<file path="config.mk">
export PLATFORM = sky130hd
export DESIGN_NAME = limn2600_bus_arbiter
export DESIGN_NICKNAME = d
export VERILOG_FILES = /design/src/rtl/limn2600_bus_arbiter.sv
export SDC_FILE = /design/constraint.sdc
export NUM_CORES = 1
export LEC_CHECK = 0
export CAP_MARGIN = 20
export CELL_PAD_IN_SITES_DETAIL_PLACEMENT = 2
export CELL_PAD_IN_SITES_GLOBAL_PLACEMENT = 2
export CORE_ASPECT_RATIO = 1.2
export CORE_MARGIN = 1.5
export CORE_UTILIZATION = 22
export DETAILED_ROUTE_END_ITERATION = 10
export PLACE_DENSITY_LB_ADDON = 0.1
export SLEW_MARGIN = 20
export SYNTH_ARGS = -nofsm -noshare
export SYNTH_HDL_FRONTEND = slang
export SYNTH_SLANG_ARGS = --single-unit
</file>
<file path="constraint.sdc">
create_clock -name clk -period 2.1 [get_ports clk]
set_clock_uncertainty 0.05 [all_clocks]
set_input_delay 0.42 -clock clk [delete_from_list [all_inputs] [get_ports clk]]
set_output_delay 0.42 -clock clk [all_outputs]
set_load 0.01 [all_outputs]
</file>
<file path="src/rtl/limn2600_bus_arbiter.sv">
// Two-master bus arbiter for the limn2600 memory port.
// Alternating priority on ties, per-access timeout abort, registered outputs.
module limn2600_bus_arbiter #(
    parameter int unsigned TIMEOUT = 64
) (
    input  logic        clk,
    input  logic        rst,
    input  logic        m0_req,
    input  logic        m1_req,
    input  logic        m0_we,
    input  logic        m1_we,
    input  logic [31:0] m0_addr,
    input  logic [31:0] m1_addr,
    input  logic [31:0] m0_wdata,
    input  logic [31:0] m1_wdata,
    output logic [31:0] m0_rdata,
    output logic [31:0] m1_rdata,
    output logic        m0_ack,
    output logic        m1_ack,
    output logic        m0_err,
    output logic        m1_err,
    output logic        s_req,
    output logic        s_we,
    output logic [31:0] s_addr,
    output logic [31:0] s_wdata,
    input  logic [31:0] s_rdata,
    input  logic        s_rdy,
    output logic        owner
);

    typedef enum logic [1:0] {
        IDLE   = 2'd0,
        ACCESS = 2'd1,
        RESP   = 2'd2
    } state_t;

    localparam logic [7:0] CNT_LAST = 8'(TIMEOUT - 1);

    state_t      state_q;
    logic        last_q;
    logic        owner_q;
    logic        we_q;
    logic        s_req_q;
    logic        s_we_q;
    logic [31:0] s_addr_q;
    logic [31:0] s_wdata_q;
    logic [31:0] m0_rdata_q;
    logic [31:0] m1_rdata_q;
    logic        m0_ack_q;
    logic        m1_ack_q;
    logic        m0_err_q;
    logic        m1_err_q;
    logic [7:0]  cnt_q;

    logic        any_req;
    logic        gnt_d;

    // Pick the master to grant: a lone requester wins, a tie goes to the one not served last.
    always_comb begin
        any_req = m0_req | m1_req;
        if (m0_req && m1_req) begin
            gnt_d = ~last_q;
        end else begin
            gnt_d = m1_req;
        end
    end

    // Transaction FSM with all bus-facing and master-facing outputs registered.
    always_ff @(posedge clk) begin
        if (rst) begin
            state_q    <= IDLE;
            last_q     <= 1'b1;
            owner_q    <= 1'b0;
            we_q       <= 1'b0;
            s_req_q    <= 1'b0;
            s_we_q     <= 1'b0;
            s_addr_q   <= 32'd0;
            s_wdata_q  <= 32'd0;
            m0_rdata_q <= 32'd0;
            m1_rdata_q <= 32'd0;
            m0_ack_q   <= 1'b0;
            m1_ack_q   <= 1'b0;
            m0_err_q   <= 1'b0;
            m1_err_q   <= 1'b0;
            cnt_q      <= 8'd0;
        end else begin
            m0_ack_q <= 1'b0;
            m1_ack_q <= 1'b0;
            m0_err_q <= 1'b0;
            m1_err_q <= 1'b0;
            case (state_q)
                IDLE: begin
                    if (any_req) begin
                        owner_q   <= gnt_d;
                        last_q    <= gnt_d;
                        we_q      <= gnt_d ? m1_we : m0_we;
                        s_we_q    <= gnt_d ? m1_we : m0_we;
                        s_addr_q  <= gnt_d ? m1_addr : m0_addr;
                        s_wdata_q <= gnt_d ? m1_wdata : m0_wdata;
                        s_req_q   <= 1'b1;
                        cnt_q     <= 8'd0;
                        state_q   <= ACCESS;
                    end
                end
                ACCESS: begin
                    if (s_rdy) begin
                        if (!we_q) begin
                            if (owner_q) begin
                                m1_rdata_q <= s_rdata;
                            end else begin
                                m0_rdata_q <= s_rdata;
                            end
                        end
                        m0_ack_q <= ~owner_q;
                        m1_ack_q <= owner_q;
                        s_req_q  <= 1'b0;
                        s_we_q   <= 1'b0;
                        state_q  <= RESP;
                    end else begin
                        cnt_q <= cnt_q + 8'd1;
                        if (cnt_q == CNT_LAST) begin
                            m0_err_q <= ~owner_q;
                            m1_err_q <= owner_q;
                            s_req_q  <= 1'b0;
                            s_we_q   <= 1'b0;
                            state_q  <= RESP;
                        end
                    end
                end
                RESP: begin
                    state_q <= IDLE;
                end
                default: begin
                    state_q <= IDLE;
                end
            endcase
        end
    end

    assign m0_rdata = m0_rdata_q;
    assign m1_rdata = m1_rdata_q;
    assign m0_ack   = m0_ack_q;
    assign m1_ack   = m1_ack_q;
    assign m0_err   = m0_err_q;
    assign m1_err   = m1_err_q;
    assign s_req    = s_req_q;
    assign s_we     = s_we_q;
    assign s_addr   = s_addr_q;
    assign s_wdata  = s_wdata_q;
    assign owner    = owner_q;

endmodule

</file>
# ---- Word-level counts from Yosys, hierarchy flattened
# Index checks and enable logic that the tools add are counted.
# W data, S select, Z words.
dict set report classes {
  addsub 1
  eq_ne 5
  n_mux 17
  n_bitwise 7
  reduce_logical 11
}
# cell n
set op_table {}
lappend op_table {{$mux W32} 2}
lappend op_table {{$mux W8} 2}
lappend op_table {{$pmux W8 S2} 1}
lappend op_table {{$add A8 B1 Y8 const B} 1}
lappend op_table {{$eq A8 B6 Y1 const B} 1}
lappend op_table {{$reduce_and A4 Y1} 2}
lappend op_table {{$mux W1} 6}
lappend op_table {{$mux W2} 3}
lappend op_table {{$not A1 Y1} 6}
lappend op_table {{$reduce_and A3 Y1} 2}
lappend op_table {{$ne A2 B2 Y1 const B} 2}
lappend op_table {{$pmux W1 S2} 2}
lappend op_table {{$pmux W2 S2} 1}
lappend op_table {{$reduce_and A2 Y1} 2}
lappend op_table {{$reduce_or A4 Y1} 1}
lappend op_table {{$ne A3 B3 Y1 const B} 1}
lappend op_table {{$reduce_or A3 Y1} 1}
lappend op_table {{$eq A2 B1 Y1 const B} 1}
lappend op_table {{$logic_not A2 Y1} 1}
lappend op_table {{$reduce_bool A2 Y1} 1}
lappend op_table {{$logic_and A1 B1 Y1} 1}
lappend op_table {{$or A1 B1 Y1} 1}
dict set report totals {
  register_bits 147
  in_bits 167
  out_inout_bits 135
  word_cells 56
}

# ---- Depth between registers and ports, before layout
dict set report logic_depth {
  ltp_word 5
  depth_mapped 6
  depth_no_buf 5
}

# ---- Worst setup path before layout
# No wires, ideal clock.
dict set report synth_path {
  path_kind {input -> register}
  startpoint {input s_rdy}
  endpoint {register cnt_q[7]}
  setup_time_ps 71
  t_arrival_ps 1377
  required_ps 1979
  slack_ps 603
  path_stages 4
  path_buffers 0
  cell_sequence {a21oi_1 nand3_2 or3_1 a21oi_1}
}
dict set report synth_via {
  elab_chain_len 2
}
# item line
set synth_rtl {}
lappend synth_rtl {{from (decl)} 27} ;# input logic s_rdy,
lappend synth_rtl {{$ne A2 B2 Y1 (no line)} --}
lappend synth_rtl {{$reduce_and A3 Y1 (no line)} --}
lappend synth_rtl {{to (signal assigned)} 120} ;# cnt_q <= cnt_q + 8'd1;
lappend synth_rtl {{to (decl)} 53} ;# logic [7:0] cnt_q;
# No other way between the ends.
# A chain may end at the register's enable or synchronous reset.

# ---- Worst setup path in the final report
dict set report layout_path {
  startpoint {register owner_q (netlist: owner)}
  endpoint {output owner}
}
# item line
set layout_rtl {}
lappend layout_rtl {{from (decl)} 41} ;# logic owner_q;
lappend layout_rtl {{from (signal assigned)} 94} ;# owner_q <= gnt_d;
lappend layout_rtl {{to (decl)} 28} ;# output logic owner
# No word-level cell between the ends.

==> impl_results.md <==
* Status: completed
* Relative slew slack at 71.2%
* Syn nets at 819
* Critical path type: reg -> out
* Post-DRT Antenna Nets at 0
* Hold_buf cts at 0
* Commonest non-fill, non-tap cell in the layout: clkdlybuf4s50_1
* Yosys Warn Count at 0
* Crit path DAT at 1.46 ns
* Crit path cell chain: clkdlybuf4s50_1
* Max Cap Viol at 0
* Gr ovfl total at 0
* Routability cong. at 0.753
* Io pins at 302
* Buf+Inv Stages, Crit Path at 1
* Fillers at 2814
* Final WS setup at 0.172 ns
* Tmin final at 1.93 ns
* Critical Path Sink: owner
* Crit-path slowest cell: clkdlybuf4s50_1
* Pwr Density at 776 mW/mm^2
* Final Cycle Share at 91.8%
* FF+latch area at 0.00294 sq mm
* Die area at 0.0274 sq mm
* Rows at 65
* Synth top area share at 50.6%
* Dominant cell type by area after synthesis: dfxtp_1
* Initial antenna violation count at 2
* Vias in the first global route at 6662
* Leakage power at 3.54 nW
* Die H at 181 microns
* Pin count of the biggest net entering global routing at 61
* Final nets at 1115
* Post-Syn Instances at 651
* Global-route wire length before repair at 36000 microns
* Most frequent cells in the layout: clkdlybuf4s50_1 (300), dfxtp_1 (146), nand2_1 (134)
* FMAX at 519 MHz
* CTS tree: yes
* Post-detail-place hpwl at 18000 microns
* TritonCTS Sinks at 147
* Worst-path clk slew at 0.06 ns
* CTS H-tree lvls at 4
* Crit Path Max Fanout at 9
* Post-synthesis sequential area ratio at 50.6%
* Via count at 5867
* CTS root buf: clkbuf_16
* First-iteration detailed-routing DRC count at 125
* Routed wire length at 23200 microns
* Mapped Area at 0.00582 sq mm
* Die width at 151 microns
* Hold Crit Class: in -> reg
* Syn avg cell area at 8.94 sq um
* Worst Max-Slew Pin Slew at 0.432 ns
* Fin. Hold Viols at 0
* Per-cell routed wire length at 17.9 microns
* Delay of the slowest critical-path stage at 0.58 ns
* Post-synth ARST share at 0%
* Worst path top cell family by delay: buffers and inverters
* ANT cells at 0
* Crit. End Element: primary output
* Critical R2R Capture: s_wdata[6]$_SDFFE_PP0P_
* Yosys reg bits at 147
* CP Depth at 1
* Worst setup SP type: register
* Multi-input logic area at 0.00263 sq mm
* DRC at 0
* R2R Setup Slk at 0.43 ns
* Drt pass-1 iters at 4
* Synth unique cells at 39
* RSZ-0062 raised after global routing: false
* Initial Util at 22.3%
* Layout cell share with drive strength beyond 1 at 7.29%
* Primary FF master, synth: dfxtp_1
* Worst skew pair latency at 0.42 ns
* Worst reg2reg startpoint: state_q[0]$_SDFFE_PP0P_
* GR Util All Layers at 17.2%
* Synth-to-Final Area Change at 70.7%
* Placeable Area at 0.0261 sq mm
* CP required at 1.63 ns
* Reg2reg path depth at 5
* Pre-CTS setup slack at -0.0701 ns
* EDFF count, synth at 0
* Overall Power at 7.71 mW
* TritonCTS Buffers at 17
* Largest cells by area after synthesis: dfxtp_1 (51%), mux2i_1 (11%), nand2_1 (8.6%)
* Vias per inst at 4.53
* Longest Clk Path Bufs at 2
* Crit path from: owner$_SDFFE_PP0P_
* Max-slew violations at 0
* IO buf count at 301
* Endpoints failing setup at 0
* Peak VDD IR at 0.459 mV
[where the power goes]
part	switching (mW)	internal, mW	leakage, nW	total [mW]
Combinational	0.742	0.931	2.08	1.67
Sequential	0.128	3.00	1.20	3.13
Clock	1.25	1.65	0.253	2.91
[Yosys cell counts, drive strengths merged (3+ instances only)]
master	count
dfxtp	147
mux2i	64
nor3	4
xor2	4
nand3	3
buf	31
o21ai	3
a21oi	71
clkbuf	21
or3	4
nor2	76
a211oi	64
nand2	134
[flip-flops by register name, indices dropped and copies added, names as in the netlist]
signal and count:
m1_err 1, m0_err 1, cnt_q 8, m1_rdata 32
m0_ack 1, state_q 2, s_we 1, we_q 1
s_addr 32, last_q 1, owner 1, m0_rdata 32
s_wdata 32, s_req 1, m1_ack 1
[layout make-up]
| type | count | share of cell area [%] |
|---|---|---|
| Multi-Input combinational cell | 452 | 26.5 |
| Clock inverter | 13 | 1.12 |
| Timing Repair Buffer | 329 | 34.1 |
| Tap cell | 335 | 4.22 |
| Sequential cell | 147 | 29.6 |
| Clock buffer | 19 | 4.46 |
[timing repair]
action / 4_1_cts / 5_1_grt
setup endpoints to repair: 1 / 0
buffers inserted: 0 / 0
resized for setup: 1 / 0
[worst min path at each step]
stage | slack [ns] | cells past startpoint | endpoint | start
5_1_grt | 0.40 | 2 | owner$_SDFFE_PP0P_ | rst
4_1_cts | 0.36 | 2 | owner$_SDFFE_PP0P_ | rst
3_5_place_dp | 0.40 | 2 | m0_rdata[10]$_SDFFE_PP0P_ | m0_rdata[10]$_SDFFE_PP0P_
6_report | 0.38 | 2 | owner$_SDFFE_PP0P_ | rst
3_3_place_gp | 0.39 | 2 | m0_rdata[3]$_SDFFE_PP0P_ | m0_rdata[3]$_SDFFE_PP0P_
2_1_floorplan | 0.42 | 1 | cnt_q[0]$_SDFFE_PP0P_ | cnt_q[0]$_SDFFE_PP0P_
[logic make-up after synthesis]
kind of cell             after synthesis  share of synthesized area [%]
flip-flops                           147                           50.6
multiplexers                          65                           11.2
AND/OR/NAND/NOR                      235                           16.8
buffers and inverters                 52                           4.71
XOR/XNOR                               4                          0.602
AO/OA/AOI/OAI                        147                           15.9
adder cells (fa/ha/maj)                1                          0.215
[metrics by stage]
stage	std cells	util, %	TNS [ns]	hold WS, ns	area, sq um
global route	1295	38.0	0	0.395	9930
finish	1295	38.0	0	0.384	9930
global placement	1263	35.9	-0.0866	0.390	9370
detailed placement	1263	35.9	-0.102	0.401	9370
floorplan	651	-	0	0.419	5820
CTS	1295	38.0	0	0.364	9930
[metal layers]
metal  up-vias  part of all wire, %  routed length [microns]  global-route usage [%]
li1       2835                    -                        -                       -
met5         -                0.039                        9                       0
met4         2                  1.2                      280                    4.58
met3        19                   11                     2460                    8.21
met1      2805                   37                     8560                    17.8
met2       206                   51                    11800                    30.4
Power figures use the tool's default switching activity.
